===== src/rtl/rate_tx_sender_if.sv =====
// Frame-buffer read port, rate requests and modulator output of the rate TX sender.
// The master side is the environment, the slave side is the sender.
interface rate_tx_sender_if #(
    parameter int ADDR_W = 16,
    parameter int DATA_W = 32
);
    logic              send40k_en;
    logic              send10k_en;
    logic [ADDR_W-1:0] wr_addr_out;
    logic [31:0]       start_delay;
    logic              rd_en;
    logic [ADDR_W-1:0] rd_addr;
    logic [DATA_W-1:0] rd_data;
    logic [DATA_W-1:0] tx_data;
    logic              tx_valid;
    logic              data_send_end;
    logic [63:0]       debug;

    modport master (
        output send40k_en, send10k_en, wr_addr_out, start_delay, rd_data,
        input  rd_en, rd_addr, tx_data, tx_valid, data_send_end, debug
    );

    modport slave (
        input  send40k_en, send10k_en, wr_addr_out, start_delay, rd_data,
        output rd_en, rd_addr, tx_data, tx_valid, data_send_end, debug
    );
endinterface


===== src/rtl/rate_tx_sender.sv =====
// Reads a frame of N words from the buffer and emits one word per symbol tick
// at 40 kHz or 10 kHz, after an optional start offset; pulses data_send_end on completion.
module rate_tx_sender #(
    parameter int DIV_40K = 1250,
    parameter int DIV_10K = 5000,
    parameter int ADDR_W  = 16,
    parameter int DATA_W  = 32
) (
    input  logic                clk_50m,
    input  logic                cfg_rst,
    rate_tx_sender_if.slave     bus
);
    localparam int TICK_W = $clog2(DIV_10K);

    typedef enum logic [1:0] {IDLE, ALIGN, SEND, DONE} state_t;

    state_t            r_state;
    state_t            w_next;
    logic              r_en40_q;
    logic              r_en10_q;
    logic              r_rate;
    logic [TICK_W-1:0] r_div;
    logic [ADDR_W-1:0] r_len;
    logic [31:0]       r_dly;
    logic [ADDR_W-1:0] r_sym;
    logic [TICK_W-1:0] r_tick;
    logic [DATA_W-1:0] r_tx_data;
    logic              r_tx_valid;
    logic              r_end;

    logic w_rise40;
    logic w_rise10;
    logic w_trig;
    logic w_any_en;
    logic w_rd_en;
    logic w_last;

    always_ff @(posedge clk_50m or posedge cfg_rst) begin
        if (cfg_rst) begin
            r_state <= IDLE;
        end else begin
            r_state <= w_next;
        end
    end

    always_comb begin
        w_rise40 = bus.send40k_en & ~r_en40_q;
        w_rise10 = bus.send10k_en & ~r_en10_q;
        w_trig   = w_rise40 | w_rise10;
        w_any_en = bus.send40k_en | bus.send10k_en;
        w_rd_en  = (r_state == SEND) && (r_tick == '0);
        w_last   = w_rd_en && (r_sym == r_len - ADDR_W'(1));
        w_next   = r_state;
        unique case (r_state)
            IDLE: begin
                if (w_trig) begin
                    if (bus.wr_addr_out == '0) begin
                        w_next = DONE;
                    end else if (bus.start_delay == '0) begin
                        w_next = SEND;
                    end else begin
                        w_next = ALIGN;
                    end
                end
            end
            ALIGN: begin
                if (!w_any_en) begin
                    w_next = IDLE;
                end else if (r_dly == 32'd1) begin
                    w_next = SEND;
                end
            end
            // Abort takes priority over completion: dropping both enables never yields an end pulse.
            SEND: begin
                if (!w_any_en) begin
                    w_next = IDLE;
                end else if (w_last) begin
                    w_next = DONE;
                end
            end
            DONE: w_next = IDLE;
            default: w_next = IDLE;
        endcase
    end

    always_ff @(posedge clk_50m or posedge cfg_rst) begin
        if (cfg_rst) begin
            r_en40_q   <= 1'b0;
            r_en10_q   <= 1'b0;
            r_rate     <= 1'b0;
            r_div      <= '0;
            r_len      <= '0;
            r_dly      <= '0;
            r_sym      <= '0;
            r_tick     <= '0;
            r_tx_data  <= '0;
            r_tx_valid <= 1'b0;
            r_end      <= 1'b0;
        end else begin
            r_en40_q   <= bus.send40k_en;
            r_en10_q   <= bus.send10k_en;
            r_tx_valid <= w_rd_en;
            r_end      <= (r_state == DONE);
            if (w_rd_en) begin
                r_tx_data <= bus.rd_data;
            end
            unique case (r_state)
                IDLE: begin
                    r_sym  <= '0;
                    r_tick <= '0;
                    if (w_trig) begin
                        r_rate <= w_rise40;
                        r_div  <= w_rise40 ? TICK_W'(DIV_40K - 1) : TICK_W'(DIV_10K - 1);
                        r_len  <= bus.wr_addr_out;
                        r_dly  <= bus.start_delay;
                    end
                end
                ALIGN: begin
                    r_dly  <= r_dly - 32'd1;
                    r_tick <= '0;
                end
                SEND: begin
                    if (w_rd_en) begin
                        r_sym <= r_sym + ADDR_W'(1);
                    end
                    r_tick <= (r_tick == r_div) ? '0 : r_tick + TICK_W'(1);
                end
                DONE: begin
                    r_sym  <= '0;
                    r_tick <= '0;
                end
                default: begin
                    r_sym  <= '0;
                    r_tick <= '0;
                end
            endcase
        end
    end

    assign bus.rd_en         = w_rd_en;
    assign bus.rd_addr       = (r_state == SEND) ? r_sym : '0;
    assign bus.tx_data       = r_tx_data;
    assign bus.tx_valid      = r_tx_valid;
    assign bus.data_send_end = r_end;
    assign bus.debug         = 64'({r_state, r_rate, r_sym, r_tick,
                                    r_en40_q, r_en10_q, r_tx_valid, r_end});
endmodule

===== src/flat_wrapper.sv =====
// flat-port wrapper written by rule: the top's interface ports become plain ports
module rate_tx_sender_flat 
#(
    parameter int DIV_40K = 1250,
    parameter int DIV_10K = 5000,
    parameter int ADDR_W  = 16,
    parameter int DATA_W  = 32
)
  (clk_50m, cfg_rst, bus_send40k_en, bus_send10k_en, bus_wr_addr_out, bus_start_delay, bus_rd_data, bus_rd_en, bus_rd_addr, bus_tx_data, bus_tx_valid, bus_data_send_end, bus_debug);
  rate_tx_sender_if #(.ADDR_W(ADDR_W), .DATA_W(DATA_W)) bus_i ();
  input  logic clk_50m;
  input  logic cfg_rst;
  input wire logic [$bits(bus_i.send40k_en)-1:0] bus_send40k_en;
  input wire logic [$bits(bus_i.send10k_en)-1:0] bus_send10k_en;
  input wire logic [$bits(bus_i.wr_addr_out)-1:0] bus_wr_addr_out;
  input wire logic [$bits(bus_i.start_delay)-1:0] bus_start_delay;
  input wire logic [$bits(bus_i.rd_data)-1:0] bus_rd_data;
  output wire logic [$bits(bus_i.rd_en)-1:0] bus_rd_en;
  output wire logic [$bits(bus_i.rd_addr)-1:0] bus_rd_addr;
  output wire logic [$bits(bus_i.tx_data)-1:0] bus_tx_data;
  output wire logic [$bits(bus_i.tx_valid)-1:0] bus_tx_valid;
  output wire logic [$bits(bus_i.data_send_end)-1:0] bus_data_send_end;
  output wire logic [$bits(bus_i.debug)-1:0] bus_debug;
  assign bus_i.send40k_en = bus_send40k_en;
  assign bus_i.send10k_en = bus_send10k_en;
  assign bus_i.wr_addr_out = bus_wr_addr_out;
  assign bus_i.start_delay = bus_start_delay;
  assign bus_i.rd_data = bus_rd_data;
  assign bus_rd_en = bus_i.rd_en;
  assign bus_rd_addr = bus_i.rd_addr;
  assign bus_tx_data = bus_i.tx_data;
  assign bus_tx_valid = bus_i.tx_valid;
  assign bus_data_send_end = bus_i.data_send_end;
  assign bus_debug = bus_i.debug;
  rate_tx_sender #(.DIV_40K(DIV_40K), .DIV_10K(DIV_10K), .ADDR_W(ADDR_W), .DATA_W(DATA_W)) u_core (.clk_50m(clk_50m), .cfg_rst(cfg_rst), .bus(bus_i));
endmodule

===== config.mk =====
export PLATFORM = sky130hd
export DESIGN_NAME = rate_tx_sender_flat
export DESIGN_NICKNAME = d
export VERILOG_FILES = /design/src/rtl/rate_tx_sender_if.sv /design/src/rtl/rate_tx_sender.sv /design/src/flat_wrapper.sv
export SDC_FILE = /design/constraint.sdc
export NUM_CORES = 1
export LEC_CHECK = 0
export CELL_PAD_IN_SITES_DETAIL_PLACEMENT = 1
export CELL_PAD_IN_SITES_GLOBAL_PLACEMENT = 1
export CORE_ASPECT_RATIO = 1.75
export CORE_MARGIN = 2
export CORE_UTILIZATION = 38
export DETAILED_ROUTE_END_ITERATION = 10
export GPL_TIMING_DRIVEN = 0
export PLACE_DENSITY_LB_ADDON = 0.1
export SYNTH_ARGS = -nofsm -noshare
export SYNTH_HDL_FRONTEND = slang
export SYNTH_SLANG_ARGS = --single-unit

===== constraint.sdc =====
create_clock -name clk_50m -period 8.05 [get_ports clk_50m]
set_input_delay 2.0125 -clock clk_50m [delete_from_list [all_inputs] [get_ports clk_50m]]
set_output_delay 2.0125 -clock clk_50m [all_outputs]
set_load 0.01 [all_outputs]

After elaboration in Yosys (flattened, before gate mapping)
Index checks and enable logic that the tools add are counted.
{"block": "word_totals", "output_inout_bits": 115, "word_cells": 62, "regBits": 129}
{"block": "op_classes", "n_bitwise": 6, "muxes": 16, "n_reduce_logical": 14, "addsub": 4, "n_eq_ne": 10}
{"cell": "32-bit one-hot mux with 2 select lines", "count": 1}
{"cell": "32-bit by 1-bit == test with 1-bit output (second input constant)", "count": 1}
{"cell": "32-bit zero test", "count": 1}
{"cell": "16-bit two-way mux", "count": 2}
{"cell": "32-bit two-way mux", "count": 1}
{"cell": "16-bit one-hot mux with 2 select lines", "count": 1}
{"cell": "32-bit by 1-bit subtractor with 32-bit output (second input constant)", "count": 1}
{"cell": "13-bit two-way mux", "count": 2}
{"cell": "13-bit one-hot mux with 2 select lines", "count": 1}
{"cell": "16-bit by 1-bit adder with 16-bit output (second input constant)", "count": 1}
{"cell": "16-bit == test", "count": 1}
{"cell": "16-bit zero test", "count": 1}
{"cell": "16-bit by 1-bit subtractor with 16-bit output (second input constant)", "count": 1}
{"cell": "2-bit two-way mux", "count": 7}
{"cell": "13-bit by 1-bit adder with 13-bit output (second input constant)", "count": 1}
{"cell": "13-bit == test", "count": 1}
{"cell": "13-bit zero test", "count": 1}
{"cell": "2-bit one-hot mux with 4 select lines", "count": 1}
{"cell": "3-bit inequality test (second input constant)", "count": 2}
{"cell": "2-bit AND reduction", "count": 3}
{"cell": "2-bit == test (second input constant)", "count": 2}
{"cell": "2-bit by 1-bit inequality test with 1-bit output (second input constant)", "count": 2}
{"cell": "2-bit nonzero test", "count": 2}
{"cell": "3-bit AND reduction", "count": 1}
{"cell": "other kinds (8)", "count": 12}

Longest topological paths before layout
Gate-level depths: netlist (run 1).
{"block": "depth", "depth_word": 6, "depth_mapped": 10}

Worst setup path before layout (run 1)
OpenSTA, ideal clock, no wires.
{"block": "synth_path", "kind": "register -> output", "from": "register u_core.r_tick[9]", "to": "output bus_rd_en", "path_stages_with_launch": 3, "path_slack_ns": 4.346, "required_time_ns": 6.037, "t_arrival_ns": 1.692, "path_cell_list": "dfrtp_1 or4_4 nor4_1"}
{"block": "synth_between", "elab_chain_len": 2}
{"element": "start, declared", "line_no": "rate_tx_sender.sv:26", "rtl": "logic [TICK_W-1:0] r_tick;"}
{"element": "start signal, assigned", "line_no": "rate_tx_sender.sv:126", "rtl": "r_tick <= (r_tick == r_div) ? '0 : r_tick + TICK_W'(1);"}
{"element": "13-bit zero test", "line_no": "rate_tx_sender.sv:51", "rtl": "w_rd_en = (r_state == SEND) && (r_tick == '0);"}
{"element": "1-bit logical AND", "line_no": "rate_tx_sender.sv:51"}
{"element": "end, declared", "line_no": "flat_wrapper.sv:18", "rtl": "output wire logic [$bits(bus_i.rd_en)-1:0] bus_rd_en;"}
No other way between the ends.

Worst setup path in the final report (run 1)
{"block": "layout_path", "from": "register u_core.r_state[0]", "to": "output bus_rd_en"}
{"block": "layout_between", "elab_chain_len": 2}
{"element": "start, declared", "line_no": "rate_tx_sender.sv:17", "rtl": "state_t r_state;"}
{"element": "start signal, assigned", "line_no": "rate_tx_sender.sv:42", "rtl": "r_state <= w_next;"}
{"element": "2-bit == test", "line_no": "rate_tx_sender.sv:51"}
{"element": "1-bit logical AND", "line_no": "rate_tx_sender.sv:51"}
No other way between the ends.

==> flow_summary.toml, run 1 <==
[drt]
dr_wl_met3_um = 1030
ant_nets = 0
drt_iter0_drc = 246
vias_per_cell = 5.37
met1_length_um = 8150
top_layer = "met4"
drt_pass1_iterations = 4
wl_per_cell_um = 18.8
route.detailed.drc = 0
drt_wl_total_um = 23300
num_vias = 6658
wl_met2_um = 13300

[synthesis]
synthesis.area_mm2 = 0.00681
ys.flop_type = "dfrtp_1"
async_reset_ff_share_pct = 100
ys_warn_count = 0
synth_edf_count = 0
synth_cells = 779
seq_area_frac_synth_pct = 43.4
synthDistinctLibCells = 63
synth_seq_cells = 118
avgSynthCellArea_um2 = 8.74

[power]
p_sw_mw = 1.41
power_frac_clock_pct = 23.8
p_leak_nw = 3.95
seqPwrFrac_pct = 31.5
p_int_mw = 1.99
combPwrFrac_pct = 44.6
powerDensity_mw_per_mm2 = 356
total_power_mw = 3.40
swShare_pct = 41.5
ir_drop_mv = 0.149

[flow_run]
cap_violations = 0

[global_route]
grt_pass1_vias = 7353
antenna_found_initial = 0
grt_pass1_wl_um = 37800
gr-usage-all-layers_pct = 25.1
grt_max_degree = 95
grt_overflow_total = 0

[floorplan]
die_height_um = 181
dieArea_mm2 = 0.0190
pin_count = 199
row_count = 64
die_w_um = 105
initial_core_util_pct = 38.8
core_area_mm2 = 0.0175

[worst_setup_path]
crit_path_cell_trace = "inv_1 > ha_1 > nand3b_1 > nor4_1 > clkdlybuf4s50_1"
startpoint_type = "register"
cp.arrival_ps = 2990
worstSetupStartpoint = "u_core.r_state[0]"
reg2reg_from = "u_core.r_state[0]"
required_ps = 6040
path_max_fanout = 6
cpPeakStageDelay_ps = 780
end_kind = "output pin"
crit_slowest_cell = "nor4_1"
critical_path_class = "register to output pin"

[finish]
diodes = 0
drive_above_1_share_pct = 9.81
fin_area_mm2 = 0.00955
layout.nets = 1090
fillers = 2058
areaGrowthSynthToFinish_pct = 40.2

[placement]
portBuffers = 170
dp_hpwl_um = 17500
place.gp.congestion = 0.844
dp_slack_ps = 3510
place_area_mm2 = 0.00893

[cts]
clkSinkCount = 118
cts-htree-levels = 4
cts-root-buf = "clkbuf_16"
clk_pin_slew_ps = 60
postCtsHoldBufs = 0
cts_tree = "done"
clock_path_buffers = 2
numCtsBuffers = 17
post_cts_resized = 0
post_cts_buffers = 0
clock_latency_ps = 420

[timing]
setup_viol = 0
period_needed_ps = 5000
fmax_mhz = 200
min_period_over_period_pct = 62.2
hold_violations = 0
maxSlewViolCount = 0
timing.final.ws_setup_ps = 3050
skew_ps = 13.5
slew_headroom_pct = 40.0
grt_setup_unrepaired = "false"
tightest_slew_ps = 892
setup_tns_ps = 0

[min_path]
hp-class = "register to register"
hp-start = "u_core.bus.tx_data[2]"

[status]
status = "finished, final reports clean"
[through the flow]
stage	hold WS (ps)	utilization (%)	std cells
2_1_floorplan	449	-	806
6_report	467	54.4	1240
3_5_place_dp	457	50.9	1208
4_1_cts	469	54.4	1240
3_3_place_gp	448	50.7	1207
5_1_grt	496	54.4	1240
[placed cells by master, fill, tap and decap left out, types with 3 or more instances in the layout]
cell             Yosys  final
nor2b_1              3      3
clkinv_2             0      4
nand4_1             15     15
nor4_1              18     18
clkbuf_16            0     17
a21oi_1             40     40
nor2_1              51     51
o31ai_1              5      5
or2_2                3      3
nand3b_1             3      3
a22oi_1              3      3
a31oi_1              7      7
o22ai_1             27     27
nand2_1            136    136
inv_1               18     17
nand3_1             35     35
conb_1               1     28
nor3_1              24     24
and2_1              18     18
o21ai_0             36     36
clkdlybuf4s50_1      0    170
o211ai_1             7      7
bufinv_16            0      4
xnor2_1             15     15
ha_1                10     10
clkbuf_1            33     35
nand2b_1             8      8
o32ai_1              4      4
dfrtp_1            118    118
or3_1               10     10
and3_1               5      5
buf_4               33     33
mux2i_1             13     13
clkinvlp_4           0      3
mux2_2              16     16
or4_1                4      4
xor2_1              18     18
o21a_1               3      3
[registers in the layout, indices dropped and copies added (netlist names)]
signal / cells
u_core.r_state: 2
u_core.r_en40_q: 1
u_core.bus.data_send_end: 1
u_core.r_len: 16
u_core.bus.tx_valid: 1
u_core.r_tick: 13
u_core.bus.tx_data: 32
u_core.r_en10_q: 1
u_core.r_div: 3
u_core.r_dly: 32
u_core.r_sym: 16
[power by group through the flow]
stage	clock network (mW)	registers (mW)	logic [mW]
2_1_floorplan	0	1.05	0.910
3_3_place_gp	0	1.06	1.47
3_5_place_dp	0	1.08	1.51
4_1_cts	0.823	1.07	1.54
5_1_grt	0.843	1.11	1.69
6_report	0.809	1.07	1.52
[cells in the mapped netlist, drive strengths merged (6+ instances only)]
master	n	area, um2
a21oi	40	200
a31oi	7	43.8
and2	19	119
buf	35	258
clkbuf	33	124
dfrtp	118	2950
ha	10	125
inv	18	67.6
mux2	16	180
mux2i	13	130
nand2	136	510
nand2b	8	50.1
nand3	36	185
nand4	15	93.8
nor2	52	203
nor3	26	140
nor4	21	168
o211ai	7	52.6
o21ai	37	189
o22ai	27	169
or3	10	62.6
or4	6	52.6
xnor2	15	131
xor2	18	158
[metal layers]
layer | track usage [%] | vias to the layer above
li1 | - | 3129
met1 | 24.8 | 3297
met2 | 48.6 | 183
met3 | 5.23 | 49
met4 | 11.5 | 0
met5 | 0 | -
[worst max-delay path, delay by kind of cell (launching register included)]
kind,cells,cell delay [ps]
adder cells (fa/ha/maj),1,320
buffers and inverters,2,800
flip-flops,1,460
AND/OR/NAND/NOR,2,990
[path summary, 6_finish.rpt]
check,to,slack (ps),depth (start not counted)
worst min-delay path,u_core.bus.tx_data[2],470,2
worst min register to register,u_core.bus.tx_data[2],470,2
worst max register to register,u_core.r_sym[14],5020,9
max in group asynchronous,u_core.r_sym[0],5330,3
min in group asynchronous,u_core.r_dly[23],1920,2
worst max-delay path,bus_rd_en,3050,5
[area by class of cell]
class | count | area (um2) | share of cell area [%]
Sequential cell | 118 | 2950 | 30.9
Tap cell | 231 | 289 | 3.03
Inverter | 19 | 76.3 | 0.800
Clock buffer | 19 | 433 | 4.54
Multi-Input combinational cell | 601 | 3500 | 36.7
Buffer | 68 | 382 | 4.00
Timing Repair Buffer | 171 | 1730 | 18.1
Clock inverter | 13 | 180 | 1.89
[logic make-up (layout without fill, tap and decap cells)]
| logic type | count (synthesis) | count (layout) | share of synthesized area, % |
|---|---|---|---|
| AOI/OAI and AO/OA | 150 | 150 | 13.7 |
| xor gates and xnor gates | 33 | 33 | 4.25 |
| adders and majority gates | 10 | 10 | 1.84 |
| buffers and inverters | 87 | 290 | 6.65 |
| DFF | 118 | 118 | 43.4 |
| muxes | 29 | 29 | 4.56 |
| other | 1 | 28 | 0.0551 |
| and+or+nand+nor | 351 | 351 | 25.6 |
(Power assumes the default switching activity.)
==> inputs of run 2 (changes only) <==
Settings changed: CORE_UTILIZATION 38 to 32.
Clock period 8.05 ns to 4.35 ns, I/O delays scaled along.
==> run 2 against run 1 <==
  * Via count decreased by 1.4%
  * Routed wire length fell by 1.0%
  * Non-clock buffer count is the same
  * Combinational power increased by 84%
  * Sequential power rose by 85%
  * Clock skew decreased by 4.7 ps
  * Largest cell class unchanged
  * Highest routed layer unchanged
==> flow_summary.toml, run 2 (synthesis results as in run 1) <==
[global_route]
antenna_found_initial = 0
gr-usage-all-layers_pct = 21.3
grt_max_degree = 71
grt_overflow_total = 0
grt_pass1_vias = 6998
grt_pass1_wl_um = 37100

[cts]
clock_latency_ps = 430
postCtsHoldBufs = 0
clkSinkCount = 118
cts-root-buf = "clkbuf_16"
cts_tree = "done"
clk_pin_slew_ps = 50
post_cts_buffers = 0
clock_path_buffers = 2
numCtsBuffers = 17
cts-htree-levels = 4
post_cts_resized = 0

[power]
p_leak_nw = 3.95
powerDensity_mw_per_mm2 = 652
power_frac_clock_pct = 23.5
p_sw_mw = 2.55
ir_drop_mv = 0.339
combPwrFrac_pct = 44.7
swShare_pct = 40.9
p_int_mw = 3.68
seqPwrFrac_pct = 31.8

[finish]
diodes = 0
drive_above_1_share_pct = 9.71
layout_common_cells = "clkdlybuf4s50_1 (170), nand2_1 (136), dfrtp_1 (118)"
final_core_util_pct = 45.7
layout.nets = 1090
instances_no_fill = 1261
fillers = 2497
layout_commonest_cell = "clkdlybuf4s50_1"
areaGrowthSynthToFinish_pct = 40.6

[timing]
fmax_mhz = 254
setup_tns_ps = 0
skew_ps = 8.75
slew_headroom_pct = 46.0
timing.final.ws_setup_ps = 410
grt_setup_unrepaired = "false"
hold_violations = 0
min_period_over_period_pct = 90.6
maxSlewViolCount = 0
tightest_slew_ps = 803
setup_viol = 0
period_needed_ps = 3940

[status]
status = "finished, final reports clean"

[drt]
route.detailed.drc = 0
num_vias = 6562
ant_nets = 0
drt_iter0_drc = 226
wl_per_cell_um = 18.3
drt_pass1_iterations = 4
vias_per_cell = 5.20
drt_wl_total_um = 23100

[floorplan]
pin_count = 199
core_area_mm2 = 0.0209
die_height_um = 197
initial_core_util_pct = 32.5
die_w_um = 114
dieArea_mm2 = 0.0225
row_count = 70

[worst_setup_path]
regToRegEndpoint = "u_core.r_dly[31]"
rrSetupSlack_ps = 1340
cp.arrival_ps = 2850
startpoint_type = "register"
critical-path-top-delay-family = "buffers and inverters"
cpPeakStageDelay_ps = 720
crit_slowest_cell = "clkdlybuf4s50_1"
required_ps = 3260
cp_num_buf_inv = 2
critical_path_class = "register to output pin"
crit_path_cell_trace = "inv_1 > ha_1 > nand3b_1 > nor4_1 > clkdlybuf4s50_1"
r2r_cells = 7
reg2reg_from = "u_core.r_dly[4]"
path_max_fanout = 6
end_kind = "output pin"

[placement]
portBuffers = 170
placed_cells = 1229
dp_hpwl_um = 17800
place.gp.congestion = 0.835
dp_slack_ps = 856

[flow_run]
cap_violations = 0

[min_path]
hold_end = "u_core.bus.tx_data[10]"
hp-start = "u_core.bus.tx_data[10]"
hold_depth = 2
hp-class = "register to register"
run 2: changes by cell type in the layout (fill, tap and decap cells not counted), sizes merged:
cell / before / now
clkinv: 6 / 4
clkbuf: 52 / 57
clkinvlp: 3 / 2
inv: 19 / 18
bufinv: 4 / 3
run 2: power groups by stage:
stage | clock network, mW | logic (mW) | registers, mW
final | 1.47 | 2.79 | 1.98
after global routing | 1.55 | 3.11 | 2.05
after CTS | 1.50 | 2.83 | 1.98
after detailed placement | 0 | 2.81 | 1.99
after global placement | 0 | 2.76 | 1.97
after floorplan | 0 | 1.68 | 1.94
run 2: how the worst max path moves through the flow:
stage	startpoint	to	slack (ps)	cells after the start
floorplan	cfg_rst	u_core.bus.data_send_end	130	1
global placement	cfg_rst	u_core.r_len[14]	-2070	2
detailed placement	u_core.r_state[0]	bus_rd_en	860	5
CTS	u_core.r_state[0]	bus_rd_en	390	5
global route	u_core.r_state[0]	bus_rd_en	220	5
finish	u_core.r_state[0]	bus_rd_en	410	5
run 2: layout make-up:
class / count / area (um2) / area share (%)
clock inverters: 8 / 120 / 1.26
multi-input cells: 601 / 3500 / 36.6
plain buffers: 68 / 382 / 3.99
flip-flops and latches: 118 / 2950 / 30.9
clock buffers: 24 / 492 / 5.14
repair buffers: 171 / 1730 / 18.1
inverters: 19 / 76.3 / 0.797
well taps: 252 / 315 / 3.29
run 2: through the flow:
step                hold slack [ps]  instance area, um2  power [mW]
finish                          462                9570        6.24
global route                    490                9570        6.71
CTS                             468                9570        6.31
detailed placement              457                8960        4.80
global placement                449                8930        4.73
floorplan                       449                6910        3.63
run 2: routing by layer:
| metal | wire, um | vias to the layer above | share of wire [%] | track usage [%] |
|---|---|---|---|---|
| li1 | - | 3140 | - | - |
| met1 | 8240 | 3221 | 36 | 21.0 |
| met2 | 13000 | 165 | 56 | 41.1 |
| met3 | 1260 | 36 | 5.4 | 6.12 |
| met4 | 617 | 0 | 2.7 | 7.86 |
| met5 | 0 | - | 0 | 0 |
run 2: worst min-delay path, stage by stage (launching register included):
cell and delay (ps):
dfrtp_1 340, nand2_1 50, nand2_1 40
